==> src/rtl/motion_pkg.sv <==
// Shared widths, saturation limits and ramp state encoding for the motion PI controller.
package motion_pkg;

    localparam int ERR_W     = 12;
    localparam int SAT_ERR_W = 10;
    localparam int INTEG_W   = 16;
    localparam int PI_W      = 12;
    localparam int CMD_W     = 11;
    localparam int P_W       = 14;
    localparam int SPD_W     = 10;
    localparam int SUM_W     = 13;

    localparam logic signed [SAT_ERR_W-1:0] SAT_ERR_MAX = 10'sh1FF;
    localparam logic signed [SAT_ERR_W-1:0] SAT_ERR_MIN = 10'sh200;
    localparam logic signed [INTEG_W-1:0]   INTEG_MAX   = 16'sh7FFF;
    localparam logic signed [INTEG_W-1:0]   INTEG_MIN   = 16'sh8000;
    localparam logic signed [PI_W-1:0]      PI_MAX      = 12'sh7FF;
    localparam logic signed [PI_W-1:0]      PI_MIN      = 12'sh800;
    localparam logic signed [SUM_W-1:0]     MAG_MAX     = 13'sd1023;
    localparam logic signed [SUM_W-1:0]     MAG_MIN     = -13'sd1023;

    typedef enum logic [1:0] {IDLE, RUN, STOP} state_e;

endpackage

==> src/rtl/sm_conv.sv <==
// Clamps a 13-bit signed wheel sum to +/-1023 and converts it to 11-bit sign-magnitude.
module sm_conv
    import motion_pkg::*;
(
    input  logic signed [SUM_W-1:0] v,
    output logic [CMD_W-1:0]        cmd
);

    logic signed [SUM_W-1:0] c;
    logic [CMD_W-2:0]        mag;

    // The symmetric clamp keeps -1024 out, so a negative value never has zero magnitude.
    always_comb begin
        c = v;
        if (v > MAG_MAX)
            c = MAG_MAX;
        else if (v < MAG_MIN)
            c = MAG_MIN;
        mag = c[SUM_W-1] ? (CMD_W-1)'(-c) : c[CMD_W-2:0];
        cmd = {c[SUM_W-1], mag};
    end

endmodule

==> src/rtl/motion_pi_ctrl.sv <==
// Three-stage saturating PI steering loop with a go/stop speed ramp feeding the wheel driver.
// Define ANTI_WINDUP_EN to freeze the integrator while the previous wheel command was clamped.
module motion_pi_ctrl
    import motion_pkg::*;
#(
    parameter int P_COEFF   = 6,
    parameter int I_SHIFT   = 4,
    parameter int RAMP_STEP = 64
) (
    input  logic             clk,
    input  logic             rst,
    input  logic             go,
    input  logic [ERR_W-1:0] err,
    input  logic             err_vld,
    input  logic [SPD_W-1:0] frwrd,
    output logic [CMD_W-1:0] lft,
    output logic [CMD_W-1:0] rht,
    output logic             out_vld
);

    localparam logic signed [P_W-1:0]   P_K    = P_W'(P_COEFF);
    localparam logic [SPD_W-1:0]        STEP   = SPD_W'(RAMP_STEP);
    localparam logic signed [ERR_W-1:0] ERR_HI = ERR_W'(SAT_ERR_MAX);
    localparam logic signed [ERR_W-1:0] ERR_LO = ERR_W'(SAT_ERR_MIN);

    state_e                      state_q, state_d;
    logic [SPD_W-1:0]            eff_spd_q, eff_spd_d;
    logic signed [INTEG_W-1:0]   integ_q, integ_d;
    logic                        s1_vld_q, s1_vld_d, s1_idle_q, s1_idle_d;
    logic signed [P_W-1:0]       s1_p_q, s1_p_d;
    logic signed [INTEG_W-1:0]   s1_integ_q, s1_integ_d;
    logic [SPD_W-1:0]            s1_spd_q, s1_spd_d;
    logic                        s2_vld_q, s2_vld_d, s2_idle_q, s2_idle_d;
    logic signed [PI_W-1:0]      s2_pi_q, s2_pi_d;
    logic [SPD_W-1:0]            s2_spd_q, s2_spd_d;
    logic [CMD_W-1:0]            lft_q, lft_d, rht_q, rht_d;
    logic                        out_vld_q, out_vld_d, zero_pend_q, zero_pend_d;

    logic signed [ERR_W-1:0]     err_s;
    logic signed [SAT_ERR_W-1:0] sat_err;
    logic signed [P_W-1:0]       p_term;
    logic signed [INTEG_W:0]     integ_sum;
    logic signed [INTEG_W-1:0]   integ_upd, integ_next;
    logic [SPD_W-1:0]            target, spd_ramped;
    logic                        acc, go_idle;
    logic signed [INTEG_W-1:0]   i_term;
    logic signed [INTEG_W:0]     pi_sum;
    logic signed [SUM_W-1:0]     ls, rs;
    logic [CMD_W-1:0]            lft_cmd, rht_cmd;

    assign err_s = $signed(err);
    assign acc   = err_vld && (state_q != IDLE || go);

    // NOTE: every always_comb output gets a default first so no path infers a latch.
    always_comb begin
        sat_err = err_s[SAT_ERR_W-1:0];
        if (err_s > ERR_HI)
            sat_err = SAT_ERR_MAX;
        else if (err_s < ERR_LO)
            sat_err = SAT_ERR_MIN;

        p_term    = P_W'(sat_err) * P_K;
        integ_sum = (INTEG_W+1)'(integ_q) + (INTEG_W+1)'(sat_err);
        integ_upd = integ_sum[INTEG_W-1:0];
        if (integ_sum > (INTEG_W+1)'(INTEG_MAX))
            integ_upd = INTEG_MAX;
        else if (integ_sum < (INTEG_W+1)'(INTEG_MIN))
            integ_upd = INTEG_MIN;

        // The go level picks the ramp target, so the sample that sees go drop already ramps down.
        target = go ? frwrd : '0;
        if (eff_spd_q < target)
            spd_ramped = (target - eff_spd_q > STEP) ? eff_spd_q + STEP : target;
        else
            spd_ramped = (eff_spd_q - target > STEP) ? eff_spd_q - STEP : target;

        state_d   = state_q;
        eff_spd_d = eff_spd_q;
        integ_d   = integ_q;
        go_idle   = 1'b0;
        if (acc) begin
            eff_spd_d = spd_ramped;
            integ_d   = integ_next;
            case (state_q)
                IDLE: state_d = RUN;
                RUN:  if (!go) state_d = STOP;
                STOP: begin
                    if (go) begin
                        state_d = RUN;
                    end else if (spd_ramped == '0) begin
                        state_d = IDLE;
                        integ_d = '0;
                        go_idle = 1'b1;
                    end
                end
                default: state_d = IDLE;
            endcase
        end

        s1_vld_d   = acc;
        s1_idle_d  = go_idle;
        s1_p_d     = p_term;
        s1_integ_d = integ_next;
        s1_spd_d   = spd_ramped;
    end

    always_comb begin
        i_term = s1_integ_q >>> I_SHIFT;
        pi_sum = (INTEG_W+1)'(s1_p_q) + (INTEG_W+1)'(i_term);
        s2_pi_d = pi_sum[PI_W-1:0];
        if (pi_sum > (INTEG_W+1)'(PI_MAX))
            s2_pi_d = PI_MAX;
        else if (pi_sum < (INTEG_W+1)'(PI_MIN))
            s2_pi_d = PI_MIN;
        s2_vld_d  = s1_vld_q;
        s2_idle_d = s1_idle_q;
        s2_spd_d  = s1_spd_q;
    end

    assign ls = $signed({{(SUM_W-SPD_W){1'b0}}, s2_spd_q}) + SUM_W'(s2_pi_q);
    assign rs = $signed({{(SUM_W-SPD_W){1'b0}}, s2_spd_q}) - SUM_W'(s2_pi_q);

    sm_conv u_conv_lft (.v(ls), .cmd(lft_cmd));
    sm_conv u_conv_rht (.v(rs), .cmd(rht_cmd));

    // The last sample before IDLE is still shown for one cycle before the wheels are zeroed.
    always_comb begin
        lft_d = lft_q;
        rht_d = rht_q;
        if (s2_vld_q) begin
            lft_d = lft_cmd;
            rht_d = rht_cmd;
        end else if (zero_pend_q) begin
            lft_d = '0;
            rht_d = '0;
        end
        out_vld_d   = s2_vld_q;
        zero_pend_d = s2_vld_q && s2_idle_q;
    end

`ifdef ANTI_WINDUP_EN
    logic aw_clamp_q, aw_clamp_d, aw_neg_q, aw_neg_d;

    always_comb begin
        aw_clamp_d = aw_clamp_q;
        aw_neg_d   = aw_neg_q;
        if (s2_vld_q) begin
            aw_clamp_d = (ls > MAG_MAX) || (ls < MAG_MIN) || (rs > MAG_MAX) || (rs < MAG_MIN);
            aw_neg_d   = s2_pi_q[PI_W-1];
        end
    end

    always_ff @(posedge clk or posedge rst) begin
        if (rst) begin
            aw_clamp_q <= 1'b0;
            aw_neg_q   <= 1'b0;
        end else begin
            aw_clamp_q <= aw_clamp_d;
            aw_neg_q   <= aw_neg_d;
        end
    end

    assign integ_next = (aw_clamp_q && sat_err != '0 && sat_err[SAT_ERR_W-1] == aw_neg_q)
                        ? integ_q : integ_upd;
`else
    assign integ_next = integ_upd;
`endif

    // NOTE: sequential state uses non-blocking assignments so all stages advance together.
    always_ff @(posedge clk or posedge rst) begin
        if (rst) begin
            state_q     <= IDLE;
            eff_spd_q   <= '0;
            integ_q     <= '0;
            s1_vld_q    <= 1'b0;
            s1_idle_q   <= 1'b0;
            s1_p_q      <= '0;
            s1_integ_q  <= '0;
            s1_spd_q    <= '0;
            s2_vld_q    <= 1'b0;
            s2_idle_q   <= 1'b0;
            s2_pi_q     <= '0;
            s2_spd_q    <= '0;
            lft_q       <= '0;
            rht_q       <= '0;
            out_vld_q   <= 1'b0;
            zero_pend_q <= 1'b0;
        end else begin
            state_q     <= state_d;
            eff_spd_q   <= eff_spd_d;
            integ_q     <= integ_d;
            s1_vld_q    <= s1_vld_d;
            s1_idle_q   <= s1_idle_d;
            s1_p_q      <= s1_p_d;
            s1_integ_q  <= s1_integ_d;
            s1_spd_q    <= s1_spd_d;
            s2_vld_q    <= s2_vld_d;
            s2_idle_q   <= s2_idle_d;
            s2_pi_q     <= s2_pi_d;
            s2_spd_q    <= s2_spd_d;
            lft_q       <= lft_d;
            rht_q       <= rht_d;
            out_vld_q   <= out_vld_d;
            zero_pend_q <= zero_pend_d;
        end
    end

    assign lft     = lft_q;
    assign rht     = rht_q;
    assign out_vld = out_vld_q;

endmodule

==> config.mk <==
export PLATFORM = sky130hd
export DESIGN_NAME = motion_pi_ctrl
export DESIGN_NICKNAME = d
export VERILOG_FILES = /design/src/rtl/motion_pkg.sv /design/src/rtl/sm_conv.sv /design/src/rtl/motion_pi_ctrl.sv
export SDC_FILE = /design/constraint.sdc
export NUM_CORES = 1
export LEC_CHECK = 0
export CORE_ASPECT_RATIO = 1.4
export CORE_MARGIN = 5
export CORE_UTILIZATION = 45
export CTS_CLUSTER_DIAMETER = 40
export DETAILED_ROUTE_END_ITERATION = 12
export HOLD_SLACK_MARGIN = 0.06
export PLACE_DENSITY_LB_ADDON = 0.08
export RECOVER_POWER = 25
export SLEW_MARGIN = 20
export SYNTH_ARGS = -nofsm -noshare
export SYNTH_HDL_FRONTEND = slang
export SYNTH_HIERARCHICAL = 1
export SYNTH_SLANG_ARGS = --single-unit
==> constraint.sdc <==
create_clock -name clk -period 14.8 [get_ports clk]
set_input_delay 2.22 -clock clk [delete_from_list [all_inputs] [get_ports clk]]
set_output_delay 2.22 -clock clk [all_outputs]
set_load 0.02 [all_outputs]
After elaboration in Yosys (flattened, before gate mapping):

Index checks and enable logic that the tools add are counted.

* bits in registers: 117
* logic and storage cells: 82
* input port bits: 26
* output and inout bits: 23

* equal/unequal tests: 4
* multiplexer cells: 30
* $add $sub $neg: 10
* reduce and logical (&&, ||, !) cells: 8
* multiply operators: 1
* magnitude comparators: 13

Operators by type and width (number)
* 10-bit 2-to-1 mux: 8
* 16-bit 2-to-1 mux: 5
* 13-bit 2-to-1 mux: 4
* 11-bit 2-to-1 mux: 3
* 13-bit by 11-bit > comparator with 1-bit output, second input constant: 2
* 13-bit by 11-bit less-than comparator with 1-bit output, second input constant: 2
* 12-bit 2-to-1 mux: 2
* 10-bit by 7-bit > comparator with 1-bit output, second input constant: 2
* 10-bit negation: 2
* 10-bit subtractor: 2
* 16-bit by 10-bit adder with 17-bit output: 1
* 17-bit by 16-bit > comparator with 1-bit output, second input constant: 1
* 17-bit by 16-bit less-than comparator with 1-bit output, second input constant: 1
* 14-bit by 12-bit adder with 15-bit output: 1
* 15-bit by 12-bit > comparator with 1-bit output, second input constant: 1
* 15-bit by 12-bit less-than comparator with 1-bit output, second input constant: 1
* 11-bit by 12-bit adder with 13-bit output: 1
* 10-bit by 3-bit multiplier with 13-bit output, second input constant: 1
* 11-bit by 12-bit subtractor with 13-bit output: 1
* 12-bit by 10-bit > comparator with 1-bit output, second input constant: 1
* 12-bit by 10-bit less-than comparator with 1-bit output, second input constant: 1
* 10-bit by 7-bit adder with 10-bit output, second input constant: 1
* 10-bit logical NOT: 1
* 10-bit less-than comparator: 1
* other kinds (13): 20

Depth between registers and ports, before layout:

Gate-level depths: netlist (run 1).

* depth after elaboration: 10
* depth in mapped cells: 24
* mapped depth without buffers: 23

Hierarchy:

Netlist (run 1), hierarchy kept.

Modules (own cells, without submodules)
* motion_pi_ctrl: instances 1, area an instance 8111.5 µm², cells an instance 871
* sm_conv: instances 2, area an instance 380.4 µm², cells an instance 62

Worst setup path after synthesis (run 1):

OpenSTA, ideal clock, no wires.

* path type: input-to-reg
* from: input port err[9]
* to: register integ_q[0]
* data required time: 14723 ps
* buffers on the path: 3
* setup slack: 8940 ps
* arrival time: 5783 ps
* library setup time: 77 ps
* stages on the path: 19
* cell sequence: clkbuf_1 -> clkbuf_1 -> nor2_1 -> nor2_1 -> nor2_1 -> a21oi_1 -> ha_1 -> inv_1 -> fa_1 -> nor2b_1 -> o31a_1 -> o2111a_1 -> o31a_1 -> o21ai_1 -> a31oi_1 -> clkbuf_1 -> nand2_1 -> a31o_2 -> a21oi_1

* cells in the longest elaborated chain, start to end: 10
* elaborated cells between the ends (all ways): 12

Ends and longest elaborated chain
* start, declared: line motion_pi_ctrl.sv:13 `input logic [ERR_W-1:0] err,`
* 12-bit by 10-bit less-than comparator with 1-bit output: line motion_pi_ctrl.sv:59 `else if (err_s < ERR_LO)`
* 10-bit 2-to-1 mux: line motion_pi_ctrl.sv:59
* 10-bit 2-to-1 mux (*): line motion_pi_ctrl.sv:57 `if (err_s > ERR_HI)`
* 16-bit by 10-bit adder with 17-bit output (*): line motion_pi_ctrl.sv:63 `integ_sum = (INTEG_W+1)'(integ_q) + (INTEG_W+1)'(sat_err);`
* 17-bit by 16-bit less-than comparator with 1-bit output: line motion_pi_ctrl.sv:67 `else if (integ_sum < (INTEG_W+1)'(INTEG_MIN))`
* 16-bit 2-to-1 mux: line motion_pi_ctrl.sv:67
* 16-bit 2-to-1 mux (*): line motion_pi_ctrl.sv:65 `if (integ_sum > (INTEG_W+1)'(INTEG_MAX))`
* 16-bit 2-to-1 mux: line motion_pi_ctrl.sv:90 `end else if (spd_ramped == '0) begin`
* 16-bit 2-to-1 mux: line motion_pi_ctrl.sv:88 `if (go) begin`
* 16-bit 2-to-1 mux (*): line motion_pi_ctrl.sv:84 `case (state_q)`
* end signal, assigned: line motion_pi_ctrl.sv:191 `integ_q <= integ_d;`
* end, declared: line motion_pi_ctrl.sv:28 `logic signed [INTEG_W-1:0] integ_q, integ_d;`

Every way passes the cells marked *; elsewhere a longest branch is shown, timed or not.
A chain may end at the register's enable or synchronous reset.

Worst setup path after layout (run 1):

* from: input port go
* to: register integ_q[0]

* cells in the longest elaborated chain, start to end: 9
* elaborated cells between the ends (all ways): 15

Ends and longest elaborated chain
* start, declared: line motion_pi_ctrl.sv:12 `input logic go,`
* 10-bit 2-to-1 mux: line motion_pi_ctrl.sv:71 `target = go ? frwrd : '0;`
* 10-bit subtractor (on tied branches): line motion_pi_ctrl.sv:75, motion_pi_ctrl.sv:73
* 10-bit by 7-bit > comparator with 1-bit output (on tied branches): line motion_pi_ctrl.sv:75, motion_pi_ctrl.sv:73
* 10-bit 2-to-1 mux (on tied branches): line motion_pi_ctrl.sv:75, motion_pi_ctrl.sv:73
* 10-bit 2-to-1 mux: line motion_pi_ctrl.sv:72 `if (eff_spd_q < target)`
* 10-bit logical NOT: line motion_pi_ctrl.sv:90
* 16-bit 2-to-1 mux: line motion_pi_ctrl.sv:90
* 16-bit 2-to-1 mux: line motion_pi_ctrl.sv:88
* 16-bit 2-to-1 mux: line motion_pi_ctrl.sv:84

Several ways; a longest one is shown, not always the timed one.

==> results.tsv, run 1 <==
stage	metric	value	unit
synthesis	Post-synth EDFFs	0	
floorplanning	Initial Util	45.99	%
clocking	Clock H-tree levels	4	
detailed_routing	drt pass-1 iters	5	
clocking	Post-CTS Resized	0	
timing	Pins Over Slew Limit	37	
setup_path	Worst R2R Path Depth	21	
cells_and_area	post-layout util	52.73	%
floorplanning	core area	0.01929	mm²
clocking	Root Driver	clkbuf_16	
setup_path	Crit Path Max Fanout	16	
cells_and_area	fraction of layout cells with a size suffix above 1	7.965	%
global_route	total track usage	18.60	%
place	dpl hpwl	15980	µm
timing	worst clock skew	0.01294	ns
synthesis	synthesized flop and latch total	113	
floorplanning	FP Rows	60	
timing	Slew HR	-5.276	%
cells_and_area	leading cell type in the layout, fill and taps excluded	dfrtp_1	
clocking	clk_lat worst skew	0.42	ns
synthesis	Main synth FF type	dfrtp_1	
synthesis	Post-Synthesis Cells	995	
hold_path	WHS Path Cells	0	
timing	Worst Tran Pin Value	1.570	ns
synthesis	Synth top area share	31.87	%
clocking	CTS tree	yes	
synthesis	average size of a mapped cell	8.917	µm²
cells_and_area	Sequential cell area	0.002828	mm²
cells_and_area	FILL cells	1793	
timing	RSZ-0062 raised after global routing	no	
detailed_routing	detailed-route via count	7064	
timing	crit path time final	6.432	ns
hold_path	Tightest Hold Check Type	reg2reg	
global_route	Overflow after GRT	0	
cells_and_area	Area growth, synth to finish	14.67	%
setup_path	Crit Path Class	in2reg	
synthesis	largest area contributor in the netlist	dfrtp_1	
global_route	largest net degree at the start of global routing	79	
synthesis	top cells by area, synth	dfrtp_1, ha_1, a21oi_1, xnor2_1, nor2_1	
clocking	CTS sink cnt	113	
synthesis	Cell Area, Synth	0.008872	mm²
global_route	first-pass GRT wire length	34200	µm
cells_and_area	Multi-input gate area	0.005575	mm²
outcome	failing checks	capacitance limit, slew limit	
cells_and_area	ant diodes	0	
cells_and_area	most frequent cells in the layout	dfrtp_1, nor2_1, ha_1	
detailed_routing	routed len/inst	15.98	µm
clocking	CTS Buf Count	17	
place	PortBufs	48	
detailed_routing	Initial DRC Count	380	
synthesis	Yosys cell types	81	
synthesis	syn_nets	1119	
floorplanning	Die X	128.7	µm
detailed_routing	DRC Markers	0	
setup_path	Worst setup SP type	primary input	
timing	Sum Neg Setup Slack	0	ns
outcome	status	complete, but fails checks	
clocking	Setup Buffers After CTS	0	
place	final weighted congestion in routability-driven placement	0.8525	
setup_path	reg2reg start	s2_pi_q[0]	
synthesis	synth warn	6	
floorplanning	Die Area	0.02266	mm²
synthesis	Synth async-reset ratio	100.0	%
setup_path	Worst Path Required	15.05	ns
floorplanning	I/O Pins	49	
job	MaxCap Viol Count	1	
global_route	initial antenna violation count	0	
clocking	Post-CTS Hold Buffers	0	
detailed_routing	via/cell ratio	5.476	
setup_path	critical path arrival	6.68	ns
synthesis	sequential area share after synthesis	31.87	%
clocking	CTS max path bufs	2	
timing	Final period util	43.46	%
setup_path	Setup crit end kind	register	
clocking	clk slew on worst S/H paths	0.06	ns
timing	final setup vio count	0	
global_route	number of global-route vias before repair	7113	
detailed_routing	Routed Antenna Nets	0	
timing	highest clock rate	155.5	MHz
detailed_routing	Total Routed Length	20610	µm
timing	final hold violations	0	
hold_path	Hold Crit Start	s1_spd_q[1]	
setup_path	reg2reg end	rht[6]	
setup_path	R2R Setup Slk	9.47	ns
cells_and_area	Final #Nets	1154	
floorplanning	die height	176.1	µm
hold_path	Hold EP	s2_spd_q[1]	
## state kept, by name (all words and copies together), names as in the netlist, 2 cells and up
signal	flops
integ_q	16
s2_pi_q	12
s1_p_q	13
s2_spd_q	10
s1_integ_q	12
eff_spd_q	10
lft	11
s1_spd_q	10
rht	11
state_q	2
## worst max path at each step
stage / from / to / slack [ns]
3_5_place_dp: go / integ_q[14] / 7.95
5_1_grt: go / integ_q[1] / 8.05
4_1_cts: go / integ_q[1] / 8.39
3_3_place_gp: go / integ_q[1] / 8.01
2_1_floorplan: err[9] / integ_q[0] / 8.94
6_report: go / integ_q[0] / 8.37
## final cells by class
type                            count  share of cell area [%]
Clock buffer                       18                   4.317
Clock inverter                     13                   1.832
Inverter                           83                   3.075
Multi-Input combinational cell    763                   54.80
Sequential cell                   113                   27.79
Tap cell                          248                   3.050
Timing Repair Buffer               52                   5.129
## cells in the mapped netlist (13+ instances only)
master / n
o21ai_0: 39
maj3_1: 13
inv_1: 82
ha_1: 92
dfrtp_1: 113
clkbuf_1: 27
a21oi_1: 75
o21bai_1: 13
a21oi_2: 13
nor2_1: 94
a22o_1: 22
xor2_1: 18
nor2b_1: 16
nand2_1: 77
xnor2_1: 42
o21ai_1: 23
nor3_1: 16
mux2i_1: 23
## worst max-delay path, stage by stage
cell and delay (ns):
clkdlybuf4s50_1 0.87, nand2_1 0.21, inv_1 0.10, ha_1 0.38, nor4b_1 0.35, nand2_1 0.09
nor4b_1 0.40, and3b_1 0.26, a211oi_1 0.38, a2bb2oi_4 0.21, mux2i_4 0.26, nor3_4 0.80
a21oi_1 0.16
## cells by family (layout without fill, tap and decap cells)
family,count (synthesis),count (layout),share of synthesized area [%]
AOI/OAI and AO/OA,281,281,21.68
xor gates and xnor gates,60,60,5.923
adders and majority gates,111,111,15.79
buffers and inverters,119,166,5.373
DFF,113,113,31.87
muxes,25,25,2.976
and+or+nand+nor,286,286,16.39
## metal layers
layer,global-route usage [%],share of wire [%],vias up
li1,-,-,3603
met1,20.37,41,3361
met3,2.936,2.2,25
met4,6.305,2.1,0
met5,0,0,-
met2,35.64,55,75
## metrics by stage
stage	area, µm²	hold slack (ns)	cells	setup WS [ns]
after floorplan	8872	0.3312	995	8.940
after global placement	9530	0.3312	1258	8.009
after detailed placement	9530	0.3347	1258	7.945
after CTS	10160	0.3401	1289	8.391
after global routing	10170	0.3478	1290	8.054
final	10170	0.3382	1290	8.368
Power of run 1 is left out: the tool's default activity adds up to more than one toggle a clock period on the data nets, which glitch-free logic cannot reach.
==> run 2: changes to the inputs <==
==> constraint.sdc (replaced) <==
create_clock -name clk -period 5.51 [get_ports clk]
set_input_delay 0.8265 -clock clk [delete_from_list [all_inputs] [get_ports clk]]
set_output_delay 0.8265 -clock clk [all_outputs]
set_load 0.02 [all_outputs]
==> results.tsv, run 2 (synthesis results as in run 1) <==
stage	metric	value	unit
cells_and_area	Final #Nets	1163	
timing	Slew HR	-81.52	%
global_route	first-pass GRT wire length	34000	µm
hold_path	Hold Crit Start	s1_spd_q[1]	
detailed_routing	via/cell ratio	5.466	
timing	final hold violations	0	
outcome	status	complete, but fails checks	
floorplanning	Initial Util	45.99	%
timing	Final period util	91.37	%
setup_path	CP most frequent cell	o21ai_1	
clocking	CTS tree	yes	
hold_path	WHS Path Cells	0	
place	final weighted congestion in routability-driven placement	0.9109	
timing	Sum Neg Setup Slack	0	ns
cells_and_area	most frequent cells in the layout	dfrtp_1, nor2_1, ha_1	
cells_and_area	Biggest register	integ_q	
timing	Worst Tran Pin Value	2.708	ns
floorplanning	Die X	128.7	µm
detailed_routing	drt pass-1 iters	4	
setup_path	reg2reg end	rht[6]	
clocking	clk_lat worst skew	0.41	ns
cells_and_area	fraction of layout cells with a size suffix above 1	8.745	%
clocking	Clock H-tree levels	4	
floorplanning	I/O Pins	49	
timing	highest clock rate	198.6	MHz
detailed_routing	DRC Markers	0	
global_route	number of global-route vias before repair	7145	
detailed_routing	Routed Antenna Nets	0	
timing	Pins Over Slew Limit	64	
setup_path	Worst setup SP type	register	
timing	worst clock skew	0.01027	ns
timing	crit path time final	5.035	ns
clocking	CTS max path bufs	2	
setup_path	critical path's largest stage delay	0.48	ns
detailed_routing	routed len/inst	15.48	µm
cells_and_area	Area growth, synth to finish	15.26	%
floorplanning	FP Rows	60	
place	dpl hpwl	15730	µm
setup_path	Crit Path Class	reg2reg	
detailed_routing	Initial DRC Count	294	
hold_path	Hold EP	s2_spd_q[1]	
floorplanning	Die Area	0.02266	mm²
floorplanning	die height	176.1	µm
setup_path	Worst R2R Path Depth	21	
setup_path	worst-path cell chain	ha_1 -> fa_1 -> nor2b_1 -> o21ai_1 -> a21boi_0 -> o21ai_1 -> a21oi_1 -> o21a_1 -> o21ai_1 -> nor4b_1 -> nor4_1 -> o2111ai_1 -> ha_2 -> inv_1 -> a21oi_1 -> ha_1 -> or3b_4 -> o31ai_2 -> xnor2_1 -> nand2_1 -> a22o_1	
clocking	CTS Buf Count	17	
setup_path	Crit Path Max Fanout	12	
cells_and_area	leading cell type in the layout, fill and taps excluded	dfrtp_1	
setup_path	Worst Path Required	5.81	ns
setup_path	Setup crit end kind	register	
timing	RSZ-0062 raised after global routing	no	
global_route	total track usage	18.21	%
detailed_routing	Total Routed Length	20120	µm
hold_path	Tightest Hold Check Type	reg2reg	
global_route	largest net degree at the start of global routing	64	
detailed_routing	detailed-route via count	7106	
setup_path	critical path arrival	5.33	ns
setup_path	reg2reg start	s2_pi_q[0]	
cells_and_area	Top Registers	integ_q (16), s1_p_q (13)	
setup_path	Worst path slowest cell	ha_2	
clocking	Setup Buffers After CTS	0	
cells_and_area	ant diodes	0	
place	PortBufs	48	
job	MaxCap Viol Count	1	
setup_path	R2R Setup Slk	0.48	ns
global_route	initial antenna violation count	0	
timing	final setup vio count	0	
global_route	Overflow after GRT	0	
clocking	Root Driver	clkbuf_16	
clocking	clk slew on worst S/H paths	0.06	ns
floorplanning	core area	0.01929	mm²
clocking	CTS sink cnt	113	
cells_and_area	max reg flops	16	
outcome	failing checks	capacitance limit, slew limit	
## run 2: what timing repair did
action                                 4_1_cts  5_1_grt
gates resized for setup                      0        1
hold buffers                                 0        0
endpoints found under the hold margin        0        0
setup endpoints to repair                    0        1
## run 2: worst max path at each step
stage | startpoint | end | slack [ns] | cells after the start
final | s2_pi_q[0] | rht[6] | 0.48 | 21
after global routing | s2_pi_q[1] | rht[6] | 0.01 | 21
after CTS | s2_pi_q[0] | rht[6] | 0.39 | 21
after detailed placement | s2_pi_q[0] | rht[6] | 0.41 | 21
after global placement | go | integ_q[15] | 0.52 | 13
after floorplan | s2_pi_q[1] | rht[6] | 0.79 | 22
## run 2: area by class of cell
class / count / area, µm²
Clock buffer: 19 / 432.9
Inverter: 83 / 312.8
Timing Repair Buffer: 61 / 578.1
Multi-Input combinational cell: 763 / 5578
Tap cell: 248 / 310.3
Fill cell: 1783 / 9067
Clock inverter: 13 / 186.4
Sequential cell: 113 / 2828
## run 2: per-layer routing
metal,GRT usage [%],share of wire [%],wire length (µm),vias up
li1,-,-,-,3608
met1,20.05,41,8247,3395
met2,34.88,55,11010,80
met3,2.936,2.1,413,23
met4,5.867,2.2,449,0
met5,0,0,0,-
## run 2: metrics by stage
| stage | area (µm²) | cells | worst slack [ns] | util (%) | hold WS, ns |
|---|---|---|---|---|---|
| after floorplan | 8872 | 995 | 0.7944 | - | 0.3312 |
| after global placement | 9605 | 1268 | 0.5219 | 49.79 | 0.3330 |
| after detailed placement | 9605 | 1268 | 0.4127 | 49.79 | 0.3362 |
| after CTS | 10220 | 1300 | 0.3933 | 53.00 | 0.3461 |
| after global routing | 10230 | 1300 | 0.009820 | 53.00 | 0.3439 |
| final | 10230 | 1300 | 0.4752 | 53.00 | 0.3456 |
## run 2: critical path, delay by kind of cell, from the launching register on
kind	cells	cell delay (ns)
AO/OA/AOI/OAI	10	1.70
XOR/XNOR	1	0.14
adder cells (fa/ha/maj)	4	1.33
buffers and inverters	1	0.16
flip-flops	1	0.38
AND/OR/NAND/NOR	5	1.20
Power of run 2 is left out for the same reason.
==> run 3: changes to the inputs <==
==> constraint.sdc (replaced) <==
create_clock -name clk -period 5.51 [get_ports clk]
set_input_delay 0.8265 -clock clk [delete_from_list [all_inputs] [get_ports clk]]
set_output_delay 0.8265 -clock clk [all_outputs]
set_load 0.005 [all_outputs]
==> results of run 3 <==
Final layout, timing and power as in run 2 (identical DEF).
Power of run 3 is left out for the same reason.
